### src/rtl/exec_ctrl_pkg.sv
// rtl/exec_ctrl_pkg.sv - opcodes, state codes, instruction layout and flag positions for exec_ctrl
package exec_ctrl_pkg;

  localparam logic [3:0] OP_NOT = 4'h0;
  localparam logic [3:0] OP_XOR = 4'h1;
  localparam logic [3:0] OP_OR  = 4'h2;
  localparam logic [3:0] OP_AND = 4'h3;
  localparam logic [3:0] OP_SUB = 4'h4;
  localparam logic [3:0] OP_ADD = 4'h5;
  localparam logic [3:0] OP_RR  = 4'h6;
  localparam logic [3:0] OP_RL  = 4'h7;
  localparam logic [3:0] OP_DEC = 4'h8;
  localparam logic [3:0] OP_INC = 4'h9;
  localparam logic [3:0] OP_NOP = 4'hA;
  localparam logic [3:0] OP_LDI = 4'hB;
  localparam logic [3:0] OP_STA = 4'hC;
  localparam logic [3:0] OP_JMP = 4'hD;
  localparam logic [3:0] OP_JZ  = 4'hE;
  localparam logic [3:0] OP_HLT = 4'hF;

  localparam logic [2:0] ST_IDLE   = 3'd0;
  localparam logic [2:0] ST_FETCH  = 3'd1;
  localparam logic [2:0] ST_DECODE = 3'd2;
  localparam logic [2:0] ST_EXEC   = 3'd3;
  localparam logic [2:0] ST_HALT   = 3'd4;

  // Bit positions inside flags_q = {z, cy, ov, p, s}
  localparam int FLAG_Z  = 4;
  localparam int FLAG_CY = 3;
  localparam int FLAG_OV = 2;
  localparam int FLAG_P  = 1;
  localparam int FLAG_S  = 0;

  typedef struct packed {
    logic [3:0] opcode;   // IR[15:12]
    logic [3:0] reg_sel;  // IR[11:8], low bits index the register bank
    logic [7:0] imm;      // IR[7:0]
  } instr_t;

  function automatic logic is_alu_op(input logic [3:0] op);
    return op <= OP_INC;
  endfunction

endpackage

### src/rtl/exec_ctrl_if.sv
// rtl/exec_ctrl_if.sv - program ROM and ALU bus between exec_ctrl and its neighbours
interface exec_ctrl_if #(
  parameter int PC_W = 8
);
  logic [PC_W-1:0] rom_addr;
  logic [15:0]     rom_data;
  logic [3:0]      alu_instr_code;
  logic [7:0]      alu_in_data;
  logic [7:0]      alu_reg_file;
  logic [7:0]      alu_result;
  logic            alu_flag_z;
  logic            alu_flag_cy;
  logic            alu_flag_p;
  logic            alu_flag_s;

  modport master (
    output rom_addr, alu_instr_code, alu_in_data, alu_reg_file,
    input  rom_data, alu_result, alu_flag_z, alu_flag_cy, alu_flag_p, alu_flag_s
  );

  modport slave (
    input  rom_addr, alu_instr_code, alu_in_data, alu_reg_file,
    output rom_data, alu_result, alu_flag_z, alu_flag_cy, alu_flag_p, alu_flag_s
  );
endinterface

### src/rtl/exec_ctrl_reg_bank.sv
// rtl/exec_ctrl_reg_bank.sv - general register file, combinational read, synchronous write
module exec_ctrl_reg_bank #(
  parameter int REG_CNT = 8,
  parameter int AW      = $clog2(REG_CNT)
) (
  input  logic          clk,
  input  logic          rst,
  input  logic          we,
  input  logic [AW-1:0] waddr,
  input  logic [7:0]    wdata,
  input  logic [AW-1:0] raddr,
  output logic [7:0]    rdata
);
  logic [7:0] regs [REG_CNT];

  always_ff @(posedge clk) begin
    if (rst) begin
      for (int i = 0; i < REG_CNT; i++) regs[i] <= '0;
    end else if (we) begin
      regs[waddr] <= wdata;
    end
  end

  assign rdata = regs[raddr];
endmodule

### src/rtl/exec_ctrl.sv
// rtl/exec_ctrl.sv - three-cycle fetch/decode/execute controller driving the ALU
module exec_ctrl
  import exec_ctrl_pkg::*;
#(
  parameter int PC_W    = 8,
  parameter int REG_CNT = 8
) (
  input  logic            clk,
  input  logic            rst,
  input  logic            start,
  exec_ctrl_if.master     bus,
  output logic [7:0]      acc,
  output logic [4:0]      flags_q,
  output logic [PC_W-1:0] pc,
  output logic            busy,
  output logic            halted
);
  localparam int IDX_W = $clog2(REG_CNT);

  logic [2:0]       state;
  instr_t           ir;
  logic [IDX_W-1:0] idx;
  logic [7:0]       reg_rdata;
  logic             reg_we;
  logic [PC_W-1:0]  pc_inc;
  logic [PC_W-1:0]  imm_pc;
  logic             unused_ir_bits;

  assign idx            = ir.reg_sel[IDX_W-1:0];
  assign unused_ir_bits = ^ir.reg_sel;
  assign pc_inc         = pc + PC_W'(1);
  assign imm_pc         = PC_W'(ir.imm);

  assign bus.rom_addr       = pc;
  assign bus.alu_instr_code = ir.opcode;
  assign bus.alu_in_data    = acc;
  assign bus.alu_reg_file   = reg_rdata;

  assign busy   = (state == ST_FETCH) || (state == ST_DECODE) || (state == ST_EXEC);
  assign halted = (state == ST_HALT);

  // rst wins inside the bank as well, so an aborted STA never lands
  assign reg_we = (state == ST_EXEC) && (ir.opcode == OP_STA);

  exec_ctrl_reg_bank #(.REG_CNT(REG_CNT)) u_reg_bank (
    .clk   (clk),
    .rst   (rst),
    .we    (reg_we),
    .waddr (idx),
    .wdata (acc),
    .raddr (idx),
    .rdata (reg_rdata)
  );

  always_ff @(posedge clk) begin
    if (rst) begin
      state   <= ST_IDLE;
      ir      <= '0;
      acc     <= '0;
      flags_q <= '0;
      pc      <= '0;
    end else begin
      case (state)
        ST_IDLE:   if (start) state <= ST_FETCH;
        ST_FETCH:  state <= ST_DECODE;
        ST_DECODE: begin
          ir    <= bus.rom_data;
          state <= ST_EXEC;
        end
        ST_EXEC: begin
          state <= ST_FETCH;
          pc    <= pc_inc;
          if (is_alu_op(ir.opcode)) begin
            acc              <= bus.alu_result;
            flags_q[FLAG_Z]  <= bus.alu_flag_z;
            flags_q[FLAG_P]  <= bus.alu_flag_p;
            flags_q[FLAG_S]  <= bus.alu_flag_s;
            if (ir.opcode == OP_ADD) flags_q[FLAG_CY] <= bus.alu_flag_cy;
          end
          case (ir.opcode)
            OP_LDI: acc <= ir.imm;
            OP_JMP: pc  <= imm_pc;
            OP_JZ:  if (flags_q[FLAG_Z]) pc <= imm_pc;
            OP_HLT: state <= ST_HALT;
            default: ;
          endcase
        end
        ST_HALT:   if (start) state <= ST_FETCH;
        default:   state <= ST_IDLE;
      endcase
    end
  end
endmodule

### src/flat_wrapper.sv
// flat-port wrapper written by rule: the top's interface ports become plain ports
module exec_ctrl_flat import exec_ctrl_pkg::*;
#(
  parameter int PC_W    = 8,
  parameter int REG_CNT = 8
)
  (clk, rst, start, acc, flags_q, pc, busy, halted, bus_rom_addr, bus_alu_instr_code, bus_alu_in_data, bus_alu_reg_file, bus_rom_data, bus_alu_result, bus_alu_flag_z, bus_alu_flag_cy, bus_alu_flag_p, bus_alu_flag_s);
  exec_ctrl_if #(.PC_W(PC_W)) bus_i ();
  input  logic clk;
  input  logic rst;
  input  logic start;
  output logic [7:0] acc;
  output logic [4:0] flags_q;
  output logic [PC_W-1:0] pc;
  output logic busy;
  output logic halted;
  output wire logic [$bits(bus_i.rom_addr)-1:0] bus_rom_addr;
  output wire logic [$bits(bus_i.alu_instr_code)-1:0] bus_alu_instr_code;
  output wire logic [$bits(bus_i.alu_in_data)-1:0] bus_alu_in_data;
  output wire logic [$bits(bus_i.alu_reg_file)-1:0] bus_alu_reg_file;
  input wire logic [$bits(bus_i.rom_data)-1:0] bus_rom_data;
  input wire logic [$bits(bus_i.alu_result)-1:0] bus_alu_result;
  input wire logic [$bits(bus_i.alu_flag_z)-1:0] bus_alu_flag_z;
  input wire logic [$bits(bus_i.alu_flag_cy)-1:0] bus_alu_flag_cy;
  input wire logic [$bits(bus_i.alu_flag_p)-1:0] bus_alu_flag_p;
  input wire logic [$bits(bus_i.alu_flag_s)-1:0] bus_alu_flag_s;
  assign bus_rom_addr = bus_i.rom_addr;
  assign bus_alu_instr_code = bus_i.alu_instr_code;
  assign bus_alu_in_data = bus_i.alu_in_data;
  assign bus_alu_reg_file = bus_i.alu_reg_file;
  assign bus_i.rom_data = bus_rom_data;
  assign bus_i.alu_result = bus_alu_result;
  assign bus_i.alu_flag_z = bus_alu_flag_z;
  assign bus_i.alu_flag_cy = bus_alu_flag_cy;
  assign bus_i.alu_flag_p = bus_alu_flag_p;
  assign bus_i.alu_flag_s = bus_alu_flag_s;
  exec_ctrl #(.PC_W(PC_W), .REG_CNT(REG_CNT)) u_core (.clk(clk), .rst(rst), .start(start), .bus(bus_i), .acc(acc), .flags_q(flags_q), .pc(pc), .busy(busy), .halted(halted));
endmodule
### config.mk
export PLATFORM = sky130hd
export DESIGN_NAME = exec_ctrl_flat
export DESIGN_NICKNAME = d
export VERILOG_FILES = /design/src/rtl/exec_ctrl_pkg.sv /design/src/rtl/exec_ctrl_if.sv /design/src/rtl/exec_ctrl_reg_bank.sv /design/src/rtl/exec_ctrl.sv /design/src/flat_wrapper.sv
export SDC_FILE = /design/constraint.sdc
export NUM_CORES = 1
export LEC_CHECK = 0
export CAP_MARGIN = 15
export CORE_ASPECT_RATIO = 0.6
export CORE_MARGIN = 10
export CORE_UTILIZATION = 48
export CTS_BUF_LIST = sky130_fd_sc_hd__clkbuf_16
export CTS_CLUSTER_DIAMETER = 120
export DETAILED_ROUTE_END_ITERATION = 12
export PLACE_DENSITY = 0.83
export SYNTH_ARGS = -nofsm -noshare
export SYNTH_HDL_FRONTEND = slang
export SYNTH_HIERARCHICAL = 1
export SYNTH_SLANG_ARGS = --single-unit
### constraint.sdc
create_clock -name clk -period 2.6 [get_ports clk]
set_input_delay 0.26 -clock clk [delete_from_list [all_inputs] [get_ports clk]]
set_output_delay 0.26 -clock clk [all_outputs]
set_load 0.05 [all_outputs]
==> out/results.ini <==
[timing]
fin_crit_ns = 2.40
fmax_mhz = 416
grt_setup_unrepaired = no
drv_slew = 0
post-route-period-util_pct = 92.4
clock_skew_ns = 0.00803
hold_viol_final = 0
setup_viol = 0
fin_ws_ns = 0.197
tightest_slew_ns = 0.893
relSlewSlack_pct = 40.3

[clocking]
clkSinkCount = 102
hold_buffers = 0
cts_root_buf = clkbuf_16
path_clk_slew_ns = 0.06
cts_resized = 0
post-cts-setup-buffers = 0
clk_latency_ns = 0.35
cts_max_level = 3
clockBufferDepth = 2
cts_tree = done
numCtsBuffers = 9

[global_route]
gr-usage-all-layers_pct = 16.5
grt_pass1_vias = 3550
use_met2_pct = 26.2
grt_overflow = 0
gr-usage-met1_pct = 21.4
grtUsageMet3_pct = 4.75
grt_pass1_wl_um = 19100
grt-busiest-layer = met2
grt_max_degree = 39
antenna_found_initial = 0

[yosys]
postSynthCellCount = 423
netlist_top_cells_area = edfxtp_1 (40%), dfxtp_1 (16%), mux4_1 (8.2%), nor3_1 (7.0%), nand2_1 (3.7%)
yosysMostFrequentCell = nor3_1
synth_top_area_share_pct = 39.8
synth-async-reset-ratio_pct = 0
synth-edff-count = 64
synth.avg_cell_area_um2 = 11.4
synth_ff_type = edfxtp_1
syn_area_mm2 = 0.00483
synthTopCellsByCount = nor3_1 (68), edfxtp_1 (64), nand2_1 (47)
ys_types = 46
syn_nets = 455
synth.yosys.seq_area_share_pct = 55.5
yosys_register_bits = 102
yosys.area.top_type = edfxtp_1
ys_warn_count = 6

[worst_setup_path]
arrival_ns = 2.37
cp-end-kind = flop
rr_endpoint = u_core/u_reg_bank/regs[1][5]
cp-start-kind = flop
rrSetupSlack_ns = 0.20
cp_data_required_time_ns = 2.57
r2r_cells = 5
reg2reg_from = u_core/bus.alu_instr_code[2]
crit_type = reg -> reg
path_max_fanout = 8

[finish]
areaGrowthSynthToFinish_pct = 23.8
fin_cells = 625
num-fill-cells = 782
layout.nets = 517
n_antenna_cell = 0
drive_gt1_share_pct = 12.7
final_core_util_pct = 60.8

[worst_hold_path]
hold_end = u_core/flags_q[1]
whs_path_depth = 2
hold_class = reg -> reg
hold_path_startpoint = u_core/flags_q[1]

[floorplan]
ios = 82
dieArea_mm2 = 0.0146
coreArea_mm2 = 0.00984
dieWidth_um = 150
die_y_um = 97.7
std_cell_rows = 28
start_util_pct = 49.1

[detailed_routing]
drtAntennaViolNets = 0
num_vias = 3531
vias_per_cell = 5.65
drt_wl_total_um = 12200
drc = 0
dr.pass1.iters = 4
wl_per_cell_um = 19.5
drtIter0Drc = 250

[place]
place_ws_ns = 0.154
dp_cells = 609
gp_congestion = 0.836
dp_hpwl_um = 8920
io_buffers = 79

[power_and_ir_drop]
cellPowerDensity_mw_per_mm2 = 670
power_uw = 4010
ir_drop_mv = 0.349
cellLeakagePower_uw = 0.00202

[run]
cap_violations = 0

[status]
status = finished clean

worst max path at each step:
stage                                       from                           end  slack [ns]
floorplan                        u_core/state[0]  u_core/u_reg_bank/regs[4][0]       -0.17
global placement    u_core/bus.alu_instr_code[2]  u_core/u_reg_bank/regs[6][1]        0.28
detailed placement  u_core/bus.alu_instr_code[2]  u_core/u_reg_bank/regs[3][6]        0.15
CTS                 u_core/bus.alu_instr_code[2]  u_core/u_reg_bank/regs[3][5]        0.12
global route        u_core/bus.alu_instr_code[2]  u_core/u_reg_bank/regs[1][5]        0.01
finish              u_core/bus.alu_instr_code[2]  u_core/u_reg_bank/regs[1][5]        0.20
registers in the layout (all words and copies together) (netlist names):
register                   count
u_core/imm_pc                  8
u_core/u_reg_bank/regs        64
u_core/acc                     8
u_core/flags_q                 4
u_core/bus.rom_addr            8
u_core/state                   3
u_core/idx                     3
u_core/bus.alu_instr_code      4
through the flow:
step | area [um^2] | TNS, ns | hold WS (ns)
after floorplan | 4860 | -2.76 | 0.396
final | 5980 | 0 | 0.453
after global placement | 5680 | 0 | 0.444
after global routing | 5980 | 0 | 0.464
after detailed placement | 5680 | 0 | 0.449
after CTS | 5980 | 0 | 0.455
layout by cell type (no fill, tap or decap), types with 7 or more instances in the layout:
cell             instances
nand2_1                 47
o21ai_0                  7
a211oi_1                 8
mux4_1                  15
nand3_1                 11
clkbuf_16                9
mux2i_1                  9
nor3_1                  68
clkdlybuf4s50_1         71
clkinv_1                 9
buf_4                   30
edfxtp_1                64
dfxtp_1                 38
a21oi_1                 28
mux2_2                   8
metal layers:
layer / part of all wire [%] / vias to the layer above
li1: - / 1695
met1: 43 / 1708
met2: 48 / 116
met3: 8.3 / 12
met4: 1.4 / 0
met5: 0 / -
power by group:
part           internal (uW)  switching, uW
Sequential              1800           83.4
Clock                    747            587
Combinational            296            498
Total                   2840           1170
layout make-up:
| type | instances | area (um^2) | area share (%) |
|---|---|---|---|
| multi-input cells | 262 | 1850 | 30.9 |
| clock buffers | 9 | 225 | 3.76 |
| flip-flops and latches | 102 | 2680 | 44.8 |
| repair buffers | 102 | 956 | 16.0 |
| well taps | 135 | 169 | 2.82 |
| inverters | 8 | 30.0 | 0.502 |
| clock inverters | 7 | 73.8 | 1.23 |
worst max-delay path: stages, from the launching register on:
cell and delay (ns):
dfxtp_1 0.43, and2_1 0.24, nand2_1 0.08, nor3_1 0.26, nand3b_1 0.25, o21bai_1 0.78
logic make-up after synthesis:
| logic type | count (synthesis) | synth area share [%] |
|---|---|---|
| buf+inv | 59 | 6.94 |
| compound gates | 67 | 8.41 |
| xor+xnor | 1 | 0.181 |
| mux | 33 | 12.3 |
| flops | 102 | 55.5 |
| fa+ha+maj | 1 | 0.259 |
| simple gates | 159 | 16.3 |
| other cells | 1 | 0.0776 |
(Power assumes the default switching activity.)
